$ cat src/rtl/parity_rx_jdl25175_pkg.sv
// Shared definitions for the 9-bit parity link receiver.
// Also used by the link's other blocks.
package parity_rx_jdl25175_pkg;
  typedef enum logic [1:0] {
    ST_IDLE,
    ST_DATA,
    ST_PARITY,
    ST_STOP
  } rx_state_e;

  localparam int   FRAME_DATA_BITS = 8;
  localparam logic IDLE_LEVEL      = 1'b1;
endpackage

$ cat src/rtl/parity_chk_jdl25175.sv
// Combinational 9-bit parity checker.
// err_o=1 when data+parity violate the selected even/odd parity rule.
module parity_chk_jdl25175
  import parity_rx_jdl25175_pkg::*;
#(
  parameter bit ODD_PARITY = 1'b0
) (
  input  logic [FRAME_DATA_BITS-1:0] data_i,
  input  logic                       par_i,
  output logic                       err_o
);
  assign err_o = (^data_i) ^ par_i ^ ODD_PARITY;
endmodule

$ cat src/rtl/parity_rx_jdl25175.sv
// Serial frame receiver: start + 8 data (LSB first) + parity + stop.
// Delivers bytes over a valid/ack handshake with parity status and a saturating error count.
module parity_rx_jdl25175
  import parity_rx_jdl25175_pkg::*;
#(
  parameter bit ODD_PARITY = 1'b0,
  parameter int ERR_CNT_W  = 8
) (
  input  logic                       clk,
  input  logic                       rst,
  input  logic                       sample_en,
  input  logic                       serial_in,
  input  logic                       data_ack,
  input  logic                       err_clr,
  output logic [FRAME_DATA_BITS-1:0] data_out,
  output logic                       data_valid,
  output logic                       parity_err,
  output logic                       framing_err,
  output logic                       overrun,
  output logic [ERR_CNT_W-1:0]       err_count
);
  rx_state_e                  state_q;
  logic [2:0]                 bit_cnt_q;
  logic [FRAME_DATA_BITS-1:0] shift_q;
  logic                       par_q;
  logic [FRAME_DATA_BITS-1:0] data_q;
  logic                       valid_q, perr_q, ferr_q, ovr_q;
  logic [ERR_CNT_W-1:0]       cnt_q, cnt_d;

  logic perr_w, stop_smp, good_frame, bad_frame, load, err_evt;

  parity_chk_jdl25175 #(.ODD_PARITY(ODD_PARITY)) u_chk (
    .data_i(shift_q),
    .par_i (par_q),
    .err_o (perr_w)
  );

  assign stop_smp   = sample_en && (state_q == ST_STOP);
  assign good_frame = stop_smp && (serial_in == IDLE_LEVEL);
  assign bad_frame  = stop_smp && (serial_in != IDLE_LEVEL);
  assign load       = good_frame && (!valid_q || data_ack);
  // Parity errors count even when the frame is dropped for overrun.
  assign err_evt    = bad_frame || (good_frame && perr_w);

  always_comb begin
    cnt_d = cnt_q;
    if (err_clr)                    cnt_d = '0;
    else if (err_evt && cnt_q != '1) cnt_d = cnt_q + 1'b1;
  end

  always_ff @(posedge clk) begin
    if (rst) begin
      state_q   <= ST_IDLE;
      bit_cnt_q <= '0;
      shift_q   <= '0;
      par_q     <= 1'b0;
      data_q    <= '0;
      valid_q   <= 1'b0;
      perr_q    <= 1'b0;
      ferr_q    <= 1'b0;
      ovr_q     <= 1'b0;
      cnt_q     <= '0;
    end else begin
      ferr_q <= 1'b0;
      ovr_q  <= 1'b0;
      cnt_q  <= cnt_d;
      if (data_ack) valid_q <= 1'b0;
      if (sample_en) begin
        unique case (state_q)
          ST_IDLE: if (serial_in != IDLE_LEVEL) begin
            state_q   <= ST_DATA;
            bit_cnt_q <= '0;
          end
          ST_DATA: begin
            shift_q   <= {serial_in, shift_q[FRAME_DATA_BITS-1:1]};
            bit_cnt_q <= bit_cnt_q + 3'd1;
            if (bit_cnt_q == 3'(FRAME_DATA_BITS - 1)) state_q <= ST_PARITY;
          end
          ST_PARITY: begin
            par_q   <= serial_in;
            state_q <= ST_STOP;
          end
          ST_STOP: begin
            state_q <= ST_IDLE;
            if (bad_frame) ferr_q <= 1'b1;
            else if (load) begin
              data_q  <= shift_q;
              perr_q  <= perr_w;
              valid_q <= 1'b1;
            end else ovr_q <= 1'b1;
          end
          default: state_q <= ST_IDLE;
        endcase
      end
    end
  end

  assign data_out    = data_q;
  assign data_valid  = valid_q;
  assign parity_err  = perr_q;
  assign framing_err = ferr_q;
  assign overrun     = ovr_q;
  assign err_count   = cnt_q;
endmodule
$ cat config.mk
export PLATFORM = sky130hd
export DESIGN_NAME = parity_rx_jdl25175
export DESIGN_NICKNAME = d
export VERILOG_FILES = /design/src/rtl/parity_rx_jdl25175_pkg.sv /design/src/rtl/parity_chk_jdl25175.sv /design/src/rtl/parity_rx_jdl25175.sv
export SDC_FILE = /design/constraint.sdc
export NUM_CORES = 1
export LEC_CHECK = 0
export ABC_AREA = 1
export CORE_UTILIZATION = 32
export CTS_CLUSTER_SIZE = 14
export DETAILED_ROUTE_END_ITERATION = 8
export PLACE_DENSITY = 0.53
export SLEW_MARGIN = 20
export SYNTH_ARGS = -nofsm -noshare
export SYNTH_HDL_FRONTEND = slang
export SYNTH_SLANG_ARGS = --single-unit
$ cat constraint.sdc
create_clock -name clk -period 2.2 [get_ports clk]
set_clock_uncertainty 0.1 [all_clocks]
set_input_delay 0.44 -clock clk [delete_from_list [all_inputs] [get_ports clk]]
set_output_delay 0.44 -clock clk [all_outputs]
set_load 0.1 [all_outputs]
==> results of run 1 <==
-- logic make-up after synthesis --
logic type / share of synthesized area [%]
AO/OA/AOI/OAI: 16.0
XOR/XNOR: 1.11
adder cells (fa/ha/maj): 5.56
buffers and inverters: 10.1
flip-flops: 43.2
AND/OR/NAND/NOR: 24.0
-- Yosys cell counts, drive strengths merged --
cell	number
o21ai	22
nor2	27
nand2	47
dfxtp	34
a211oi	1
inv	33
nor3	2
buf	3
nand3	16
xor2	2
ha	7
a21oi	27
clkbuf	3
-- sequential cells by signal, indices dropped and copies added, names as in the netlist --
name,flops
bit_cnt_q,3
framing_err,1
data_valid,1
parity_err,1
shift_q,8
data_out,8
par_q,1
err_count,8
overrun,1
state_q,2
-- area by class of cell --
cell class,count,area share [%]
clock buffer,7,3.91
sequential,34,35.0
tap,67,4.29
timing repair buffer,30,12.8
multi-input combinational,151,37.7
inverter,33,6.34
-- layer usage --
| metal | vias to the layer above | track usage (%) | part of all wire [%] |
|---|---|---|---|
| met5 | - | 0 | 0 |
| met4 | 0 | 5.88 | 1.9 |
| met3 | 6 | 4.58 | 3.4 |
| li1 | 773 | - | - |
| met1 | 618 | 17.7 | 51 |
| met2 | 20 | 20.0 | 44 |
-- critical path: stages (launching register included) --
cell and delay (ns):
dfxtp_2 0.36, ha_1 0.18, nand2_1 0.06, inv_1 0.07, nand2_1 0.05, nor2_1 0.14
nand2_1 0.10, nor2_2 0.18, inv_2 0.10, nand2_1 0.06, inv_1 0.05, a21oi_1 0.13
nor2_1 0.06
-- power by group --
part / internal (mW) / total (mW) / switching (mW) / leakage, nW
combinational: 0.0689 / 0.199 / 0.130 / 0.583
clock: 0.218 / 0.420 / 0.202 / 0.0383
sequential: 0.639 / 0.657 / 0.0181 / 0.276
-- path summary, 6_finish.rpt --
kind / to
worst min-delay path: bit_cnt_q[1]$_SDFFE_PP0P_
worst max-delay path: err_count[5]$_SDFFE_PP0P_
worst min register to register: bit_cnt_q[1]$_SDFFE_PP0P_
worst max register to register: err_count[5]$_SDFFE_PP0P_
-- stage by stage --
stage | total power [mW] | utilization [%]
final | 1.28 | 41.4
after global routing | 1.35 | 41.4
after CTS | 1.30 | 41.4
after detailed placement | 0.872 | 39.7
after global placement | 0.871 | 39.7
after floorplan | 0.816 | -
==> impl_metrics.json, run 1 <==
{
  "clk_latency_ns": 0.28,
  "p_leak_nw": 0.897,
  "place_ws_ns": 0.260,
  "outcome": "finished, final reports clean",
  "tritoncts": "done",
  "cp.required_ns": 2.28,
  "hold_path.startpoint": "bit_cnt_q[1]$_SDFFE_PP0P_",
  "fin_cells": 322,
  "hold_path_depth": 2,
  "core_area_sq_mm": 0.00472,
  "synth_area_leaders": "dfxtp_1, nand2_1, a21oi_1",
  "rsz0062_at_grt": "false",
  "setup-tns-final_ns": 0,
  "first_pass_iters": 4,
  "ir_drop_mv": 0.244,
  "end_kind": "flip-flop",
  "post-route-drc-count": 0,
  "post_dp_cell_area_sq_mm": 0.00188,
  "worst-r2r-setup-slack_ns": 0.47,
  "drive_gt1_share_pct": 14.9,
  "cts_resized": 0,
  "r2r_cells": 12,
  "wl_per_cell_um": 9.78,
  "synthesis.instances": 224,
  "place_inst": 315,
  "syn_nets": 237,
  "postCtsSetupBuffers": 0,
  "die_h_um": 72.2,
  "min_path_type": "flip-flop to flip-flop",
  "grt_pass1_vias": 1244,
  "cp-start-kind": "flip-flop",
  "grt_start_max_net_pins": 19,
  "ctsHoldBuffers": 0,
  "htree_num_levels": 2,
  "synth_seq_cells": 34,
  "gr-total-overflow": 0,
  "finalMaxSlewViolations": 0,
  "ios": 26,
  "root_buffer": "clkbuf_8",
  "antenna_found_initial": 0,
  "multi_input_area_sq_um": 736,
  "ant_nets": 0,
  "die_w_um": 72.2,
  "dp_hpwl_um": 2380,
  "diodes": 0,
  "period_needed_ns": 1.73,
  "clkSinkCount": 34,
  "clk_path_buf_depth": 2,
  "slew_headroom_pct": 74.6,
  "yosysTopAreaCell": "dfxtp_1",
  "final_area_sq_mm": 0.00195,
  "grtUsageTotal_pct": 13.5,
  "hold_viol": 0,
  "critPathKind": "flip-flop to flip-flop",
  "synth_top_area_share_pct": 43.2,
  "vias_per_cell": 4.40,
  "yosysUniqueCellTypes": 19,
  "dieArea_sq_mm": 0.00521,
  "core.rowCount": 25,
  "start_util_pct": 33.4,
  "dr_total_vias": 1417,
  "fin_ws_ns": 0.469,
  "critPathArrivalTime_ns": 1.81,
  "maxCapViolations": 0,
  "area_growth_pct": 24.0,
  "syn_area_sq_mm": 0.00158,
  "synth_warnings": 0,
  "gp_congestion": 0.747,
  "path_max_fanout": 6,
  "fin_nets": 268,
  "power_per_cell_area_mw_per_mm2": 653,
  "final_common_cell": "nand2_1",
  "final_cell_mix": "nand2_1, dfxtp_1, inv_1",
  "startpoint": "err_count[0]$_SDFFE_PP0P_",
  "worst_pin_slew_ns": 0.380,
  "reg2reg_from": "err_count[0]$_SDFFE_PP0P_",
  "cts_buffers": 5,
  "setup_viol": 0,
  "num-fill-cells": 516,
  "portBuffers": 25,
  "ff_latch_area_sq_um": 683,
  "yosysSeqAreaShare_pct": 43.2,
  "syn-mean-instance-area_sq_um": 7.03,
  "drtIter0Drc": 92,
  "fmax_mhz": 578,
  "post-route-period-util_pct": 78.7,
  "grt_pass1_wl_um": 5460,
  "holdWs_ns": 0.363,
  "path_clk_slew_ns": 0.07,
  "drt-total-wl_um": 3150
}
No activity file was read; power rests on OpenSTA's default activity.
==> run 2: changes to the inputs <==
- clock period: 2.2 -> 1.65 ns (I/O delays scaled with it)
==> run 2 against run 1 <==
Against the previous run:
- critical path depth shrank 1
- routed wire length grew 13%
- sequential power grew 34%
- sequential cell count is the same
- highest routed layer unchanged
==> impl_metrics.json, run 2 (same netlist as run 1, synthesis figures left out) <==
{
  "gp_congestion": 0.808,
  "final_area_sq_mm": 0.00248,
  "rr_endpoint": "err_count[3]$_SDFFE_PP0P_",
  "r2r_cells": 11,
  "finalMaxSlewViolations": 0,
  "ctsHoldBuffers": 0,
  "cts_buffers": 5,
  "power_per_cell_area_mw_per_mm2": 794,
  "ir_drop_mv": 0.483,
  "cp_num_buf_inv": 2,
  "critPathKind": "flip-flop to flip-flop",
  "cpMostUsedCell": "nand2_2",
  "hold_viol": 0,
  "end_kind": "flip-flop",
  "root_buffer": "clkbuf_8",
  "ios": 26,
  "dp_hpwl_um": 2520,
  "final_cell_mix": "nand2_1, inv_1, a21oi_1",
  "dr_total_vias": 1539,
  "final_common_cell": "nand2_1",
  "core.rowCount": 25,
  "first_pass_iters": 4,
  "slew_headroom_pct": 64.8,
  "post-route-drc-count": 0,
  "dieArea_sq_mm": 0.00521,
  "post_dp_cell_area_sq_mm": 0.00227,
  "min_path_type": "flip-flop to flip-flop",
  "path_clk_slew_ns": 0.07,
  "reg2reg_from": "err_count[0]$_SDFFE_PP0P_",
  "clkSinkCount": 34,
  "utilization_pct": 52.4,
  "htree_num_levels": 2,
  "cp-start-kind": "flip-flop",
  "ant_nets": 0,
  "cp_cell_sequence": "ha_4, nand2_2, inv_2, nand2_2, nor2_4, nand2_2, nor2_4, buf_6, nor2_1, a21oi_1, nor2_1",
  "wl_per_cell_um": 10.4,
  "cp.depth": 11,
  "die_w_um": 72.2,
  "critPathArrivalTime_ns": 1.67,
  "crit_slowest_cell": "dfxtp_4",
  "drive_gt1_share_pct": 31.4,
  "setup-tns-final_ns": 0,
  "clk_latency_ns": 0.29,
  "setup_viol": 0,
  "portBuffers": 25,
  "gr-total-overflow": 0,
  "worst_pin_slew_ns": 0.528,
  "fmax_mhz": 635,
  "post-route-period-util_pct": 95.5,
  "fin_nets": 286,
  "cp_top_family": "simple AND/OR/NAND/NOR gates",
  "period_needed_ns": 1.58,
  "antenna_found_initial": 0,
  "drt-total-wl_um": 3560,
  "startpoint": "err_count[0]$_SDFFE_PP0P_",
  "area_growth_pct": 57.2,
  "cp-endpoint": "err_count[3]$_SDFFE_PP0P_",
  "hold_path_depth": 2,
  "p_leak_nw": 1.08,
  "vias_per_cell": 4.51,
  "drtIter0Drc": 69,
  "die_h_um": 72.2,
  "p_total_mw": 1.97,
  "grt_pass1_vias": 1349,
  "tritoncts": "done",
  "grt_pass1_wl_um": 5770,
  "clk_path_buf_depth": 2,
  "outcome": "finished, final reports clean",
  "path_max_fanout": 3,
  "core_area_sq_mm": 0.00472,
  "worst-r2r-setup-slack_ns": 0.07,
  "diodes": 0,
  "cp.required_ns": 1.74,
  "slowest_delay_ns": 0.36,
  "grt_start_max_net_pins": 21,
  "start_util_pct": 33.4,
  "grtUsageTotal_pct": 14.5,
  "maxCapViolations": 0
}
==> run 2: cell type report <==
type                            instances  area [sq um]
Fill cell                             436          2250
Multi-Input combinational cell        152           821
Sequential cell                        34           704
Timing Repair Buffer                   47           632
Inverter                               33           126
Tap cell                               67          83.8
Clock buffer                            5          68.8
Clock inverter                          3          40.0
==> run 2: per-layer routing <==
layer  vias to the layer above  wire, um  global-route usage, %
met5                         -         0                      0
met4                         0        72                   6.54
met3                         7       115                   4.58
met2                        22      1620                   21.5
met1                       704      1740                   19.2
li1                        806         -                      -
==> run 2: through the flow <==
| step | std cells | hold WS [ns] | setup slack (ns) |
|---|---|---|---|
| after floorplan | 224 | 0.329 | -0.202 |
| after global placement | 330 | 0.346 | -0.145 |
| after detailed placement | 330 | 0.356 | -0.138 |
| after CTS | 338 | 0.368 | 0.0307 |
| after global routing | 341 | 0.398 | -0.0429 |
| final | 341 | 0.367 | 0.0747 |
==> run 2: how the worst min path moves through the flow <==
stage                                     end                 startpoint  slack [ns]
finish              bit_cnt_q[1]$_SDFFE_PP0P_  bit_cnt_q[1]$_SDFFE_PP0P_        0.37
global placement    bit_cnt_q[0]$_SDFFE_PP0P_  bit_cnt_q[0]$_SDFFE_PP0P_        0.35
global route        bit_cnt_q[2]$_SDFFE_PP0P_  bit_cnt_q[2]$_SDFFE_PP0P_        0.40
detailed placement  bit_cnt_q[0]$_SDFFE_PP0P_  bit_cnt_q[0]$_SDFFE_PP0P_        0.36
CTS                 bit_cnt_q[0]$_SDFFE_PP0P_  bit_cnt_q[0]$_SDFFE_PP0P_        0.37
floorplan           bit_cnt_q[0]$_SDFFE_PP0P_  bit_cnt_q[0]$_SDFFE_PP0P_        0.33
==> run 2: worst min-delay path, delay by kind of cell, from the launching register on <==
kind / cells / cell delay (ns)
AND/OR/NAND/NOR: 1 / 0.06
flip-flops: 1 / 0.31
AO/OA/AOI/OAI: 1 / 0.05
==> run 2: power by group <==
group,switching [mW],internal [mW]
logic,0.199,0.128
clock network,0.317,0.444
registers,0.0270,0.851
total,0.543,1.42
==> run 2: what timing repair did <==
| action | 4_1_cts | 5_1_grt |
|---|---|---|
| buffers inserted | 0 | 2 |
| gates resized for setup | 0 | 27 |
| endpoints found under the setup margin | 0 | 10 |
| endpoints found under the hold margin | 0 | 0 |
==> variant 1, RTL diff (flow settings as in run 1) <==
Make the reset (`rst`) asynchronous in one clocked block.
--- a/src/rtl/parity_rx_jdl25175.sv
+++ b/src/rtl/parity_rx_jdl25175.sv
@@ -49,5 +49,5 @@
   end
 
-  always_ff @(posedge clk) begin
+  always_ff @(posedge clk or posedge rst) begin
     if (rst) begin
       state_q   <= ST_IDLE;
Function: same outputs for any inputs over 10 cycles, from zero or initial values and one cycle with rst high; that may be too few to reach the edited logic, so the function may still have changed.
==> variant 1 against run 1 <==
Setup slack got worse by 16 ps. Sequential cell count did not move. Synthesized cell count decreased by 11%. First-iteration DRC count shrank 17%. Routed wire length up 4.4%. Largest cell class is now flip-flops and latches. Non-clock buffer count decreased by 2. Design area increased by 11%. Area after synthesis increased by 12%.
Power is not compared: it rests on default switching activity, and its combinational part moved more than twofold at a synthesized area within 25%.
==> variant 1: results (changes against run 1) <==
status=finished, final reports clean; Syn Area/Cell=8.83 sq um (+26%); DP Worst Slack=161 ps (-99.7 ps); number of placed instances, taps included=295 (-6.3%); Total Wirelength=3290 um (+4.4%); FFs w/ async S/R, synth=1.00 (+1.00); Final Max Tran Viols=0 (unchanged); critical path data arrival time=1810 ps (about the same); Synth Area in Compound Gates=0.0899 (-0.0705); vias in the first global route=1,242 (-0.16%); DP Area=2090 sq um (+11%); final non-filler cell total=302 (-6.2%); R2R Setup Slk=470 ps (about the same); Top Family by Delay on Critical Path=buffers and inverters; grt met2 use=0.186 (-0.0148); mux cell area share after synthesis=0.00567 (+0.00567); drt pass-1 iters=4 (unchanged); syn_nets=214 (-9.7%); CP Launch Point=sample_en; Worst path max stage delay=550 ps (+190 ps); CP max-delay cell=clkdlybuf4s50_1; top cells by area, synth=dfrtp_1 (48%), nand2_1 (11%), ha_1 (5.7%); XOR/XNOR Fraction of Synth Area=0.0347 (+0.0236); initial DRC count=76 (-17%); grt met3 use=0.0323 (-0.0135); area share of fa/ha/maj cells after synthesis=0.0567 (+0.00106); GRT Util Overall=0.127 (-0.00755); Yosys warnings=0 (unchanged); Crit. End Element=flip-flop; DR vias/cell=4.36 (-0.98%); crit-path max FO=9 (+3); GPL Wtd Cong=0.751 (+0.51%); Leakage=1.12 nW; grt met1 use=0.181 (+0.00343); sequential cell area fraction in the yosys report=0.482 (+0.0495); Synth Flop Type=dfrtp_1; fmax=572 MHz (-0.91%); layout cells sized above 1=0.216 (+0.0665); postcts setup bufs=0 (unchanged); Num CTS Buffers=5 (unchanged); reg2reg end=err_count[5]$_DFFE_PP0P_; Reg2Reg Depth=7 (-5); first-pass GRT wire length=5850 um (+7.2%); Max clock buf depth=2 (unchanged); top cells by instance count after synthesis=nand2_1 (52), dfrtp_1 (34), inv_1 (26); Worst Tran Pin Value=442 ps (+61.9 ps); largest net degree at the start of global routing=35 (+16); Nets=246 (-8.2%); Synth cell types=24 (+5); clk root buf=clkbuf_8; WHS=384 ps (+20.3 ps); buffers added on ports=25 (unchanged); FF-to-FF Start=err_count[0]$_DFFE_PP0P_; DP HPWL=2370 um (-0.37%); Clk Latency, worst-skew pair=280 ps (about the same)
[variant 1: changes by cell type after synthesis, moves of 2 or more]
cell	change
a21oi_1	-23
nand3_1	-7
inv_1	-4
dfxtp_1	-34
xor2_1	+5
nand3_2	+8
nand2_1	+6
o21ai_1	+10
nor2_1	-19
clkbuf_1	-2
o21ai_0	-11
nand4_1	+8
dfrtp_1	+34
[variant 1: where the power goes]
part / internal [mW] / switching, mW
clock network: 0.248 / 0.208
logic: 0.417 / 1.20
registers: 0.820 / 0.152
[variant 1: metal layers]
layer  vias up  wire length (um)
met3         4               114
met5         -                 0
met1       585              1770
met4         0                40
li1        707                 -
met2        20              1370
[variant 1: worst min-delay path by stage]
stage / startpoint / to / cells after the start
4_1_cts: bit_cnt_q[0]$_DFFE_PP0P_ / bit_cnt_q[0]$_DFFE_PP0P_ / 1
3_3_place_gp: bit_cnt_q[0]$_DFFE_PP0P_ / bit_cnt_q[0]$_DFFE_PP0P_ / 1
5_1_grt: bit_cnt_q[0]$_DFFE_PP0P_ / bit_cnt_q[0]$_DFFE_PP0P_ / 1
3_5_place_dp: bit_cnt_q[0]$_DFFE_PP0P_ / bit_cnt_q[0]$_DFFE_PP0P_ / 1
6_report: bit_cnt_q[0]$_DFFE_PP0P_ / bit_cnt_q[0]$_DFFE_PP0P_ / 1
2_1_floorplan: bit_cnt_q[0]$_DFFE_PP0P_ / bit_cnt_q[0]$_DFFE_PP0P_ / 1
[variant 1: area by class of cell]
class / count / area (sq um)
Fill cell: 521 / 3030
Clock buffer: 7 / 86.3
Sequential cell: 34 / 853
Timing Repair Buffer: 28 / 248
Multi-Input combinational cell: 133 / 787
Tap cell: 70 / 87.6
Inverter: 30 / 113
==> variant 2, RTL diff (flow settings as in run 1) <==
Made on the original files. `ERR_CNT_W`: 8 -> 7.
--- a/src/rtl/parity_rx_jdl25175.sv
+++ b/src/rtl/parity_rx_jdl25175.sv
@@ -5,5 +5,5 @@
 #(
   parameter bit ODD_PARITY = 1'b0,
-  parameter int ERR_CNT_W  = 8
+  parameter int ERR_CNT_W  = 7
 ) (
   input  logic                       clk,
Interface: changed (resized err_count); port bits go from 26 to 25. No check against the original RTL was run, so the function may have changed too.
==> variant 2 against run 1 <==
The flow now finishes with violations (DRC). Largest power group unchanged. Setup slack got worse by 84 ps. Die area fell by 4.5%. Sequential power fell by 3%. Design area decreased by 3.7%. Routed wire length is 3.0% lower. Critical path type is now in2reg. Power increased by 11%. Sequential cell count is 1 lower. Area after synthesis shrank 4.7%. Register-to-register slack gained 110 ps. Count of clock-buffer cells in the layout is 2 lower.
==> variant 2: results (changes against run 1) <==
Synth cell types=20 (+1); DP Worst Slack=83.7 ps (-177 ps); Peak VDD IR=0.254 mV (+4.0%); H-tree lvl count=2 (unchanged); Leakage=0.843 nW (-6.1%); syn_nets=218 (-8.0%); layout cells sized above 1=0.165 (+0.0155); initial antenna violation count=0 (unchanged); DP HPWL=2150 um (-9.4%); Synth Area in Compound Gates=0.175 (+0.0146); postcts setup bufs=0 (unchanged); failing checks=DRC; sequential cell area fraction in the yosys report=0.440 (+0.00791); Synth Flop Type=dfxtp_1; top cells by instance count after synthesis=nand2_1 (35), dfxtp_1 (33), inv_1 (27); largest net degree at the start of global routing=22 (+3); critical path data arrival time=1900 ps (+90 ps); GPL Wtd Cong=0.789 (+5.6%); Slew HR=0.715 (-0.0306); Pint=1.03 mW (+11%); XOR/XNOR Fraction of Synth Area=0.00583 (-0.00529); first-pass GRT wire length=5520 um (+1.2%); GRT Util Overall=0.142 (+0.00686); buffers added on ports=24 (-4.0%); vias in the first global route=1,284 (+3.2%); worst hold path type=reg2reg; fill cell count=459 (-11%); Num CTS Buffers=5 (unchanged); DR vias/cell=4.60 (+4.6%); Yosys warnings=0 (unchanged); Post-CTS Hold Fix Bufs=0 (unchanged); area share of fa/ha/maj cells after synthesis=0.0583 (+0.00273); status=complete, but fails checks; initial DRC count=161 (+75%); top cells by area, synth=dfxtp_1 (44%), nand2_1 (8.8%), a21oi_1 (8.7%); drt pass-1 iters=6 (+2); crit-path max FO=18 (+12); Nets=249 (-7.1%); wire length per cell=10.6 um (+8.1%); # DRC=6 (+6)
variant 2: power by group through the flow:
stage	Sequential (mW)	Combinational, mW	Clock (mW)
after floorplan	0.671	0.128	0
after global placement	0.653	0.200	0
after detailed placement	0.652	0.200	0
after CTS	0.639	0.200	0.596
after global routing	0.642	0.233	0.614
final	0.639	0.198	0.575
variant 2: critical path, stage by stage:
cell and delay [ps]:
clkdlybuf4s50_1 530, nand2_1 120, nor2_2 140, inv_1 100, nor2_4 320, inv_1 100, nor2_1 100, nor2_1 50
variant 2: worst paths after layout:
| path | start | depth (start not counted) | endpoint | slack [ps] |
|---|---|---|---|---|
| max | sample_en | 8 | data_out[6]$_SDFFE_PP0P_ | 390 |
| min | bit_cnt_q[0]$_SDFFE_PP0P_ | 1 | bit_cnt_q[0]$_SDFFE_PP0P_ | 360 |
| max reg2reg | state_q[0]$_SDFFE_PP0P_ | 8 | data_out[6]$_SDFFE_PP0P_ | 580 |
| min reg2reg | bit_cnt_q[0]$_SDFFE_PP0P_ | 1 | bit_cnt_q[0]$_SDFFE_PP0P_ | 360 |
variant 2: per-stage QoR:
| step | cells | area (sq um) | power (mW) |
|---|---|---|---|
| after floorplan | 205 | 1500 | 0.799 |
| after CTS | 289 | 1880 | 1.43 |
| after global routing | 289 | 1880 | 1.49 |
| final | 289 | 1880 | 1.41 |
| after detailed placement | 281 | 1770 | 0.852 |
| after global placement | 281 | 1770 | 0.852 |
variant 2: layout make-up:
class | instances | area share
Multi-Input combinational cell | 139 | 0.377
Sequential cell | 33 | 0.351
Timing Repair Buffer | 28 | 0.118
Inverter | 29 | 0.0578
Clock buffer | 5 | 0.0366
Tap cell | 52 | 0.0346
Clock inverter | 3 | 0.0246
variant 2: cell families after synthesis:
family,after synthesis
xor+xnor,1
simple gates,80
compound gates,51
fa+ha+maj,7
buf+inv,33
flops,33
variant 2: metal layers:
metal | vias to the layer above | routed length (um) | GRT usage
li1 | 729 | - | -
met1 | 575 | 1570 | 0.182
met2 | 21 | 1290 | 0.222
met3 | 5 | 132 | 0.0289
met4 | 0 | 62 | 0.0794
met5 | - | 0 | 0
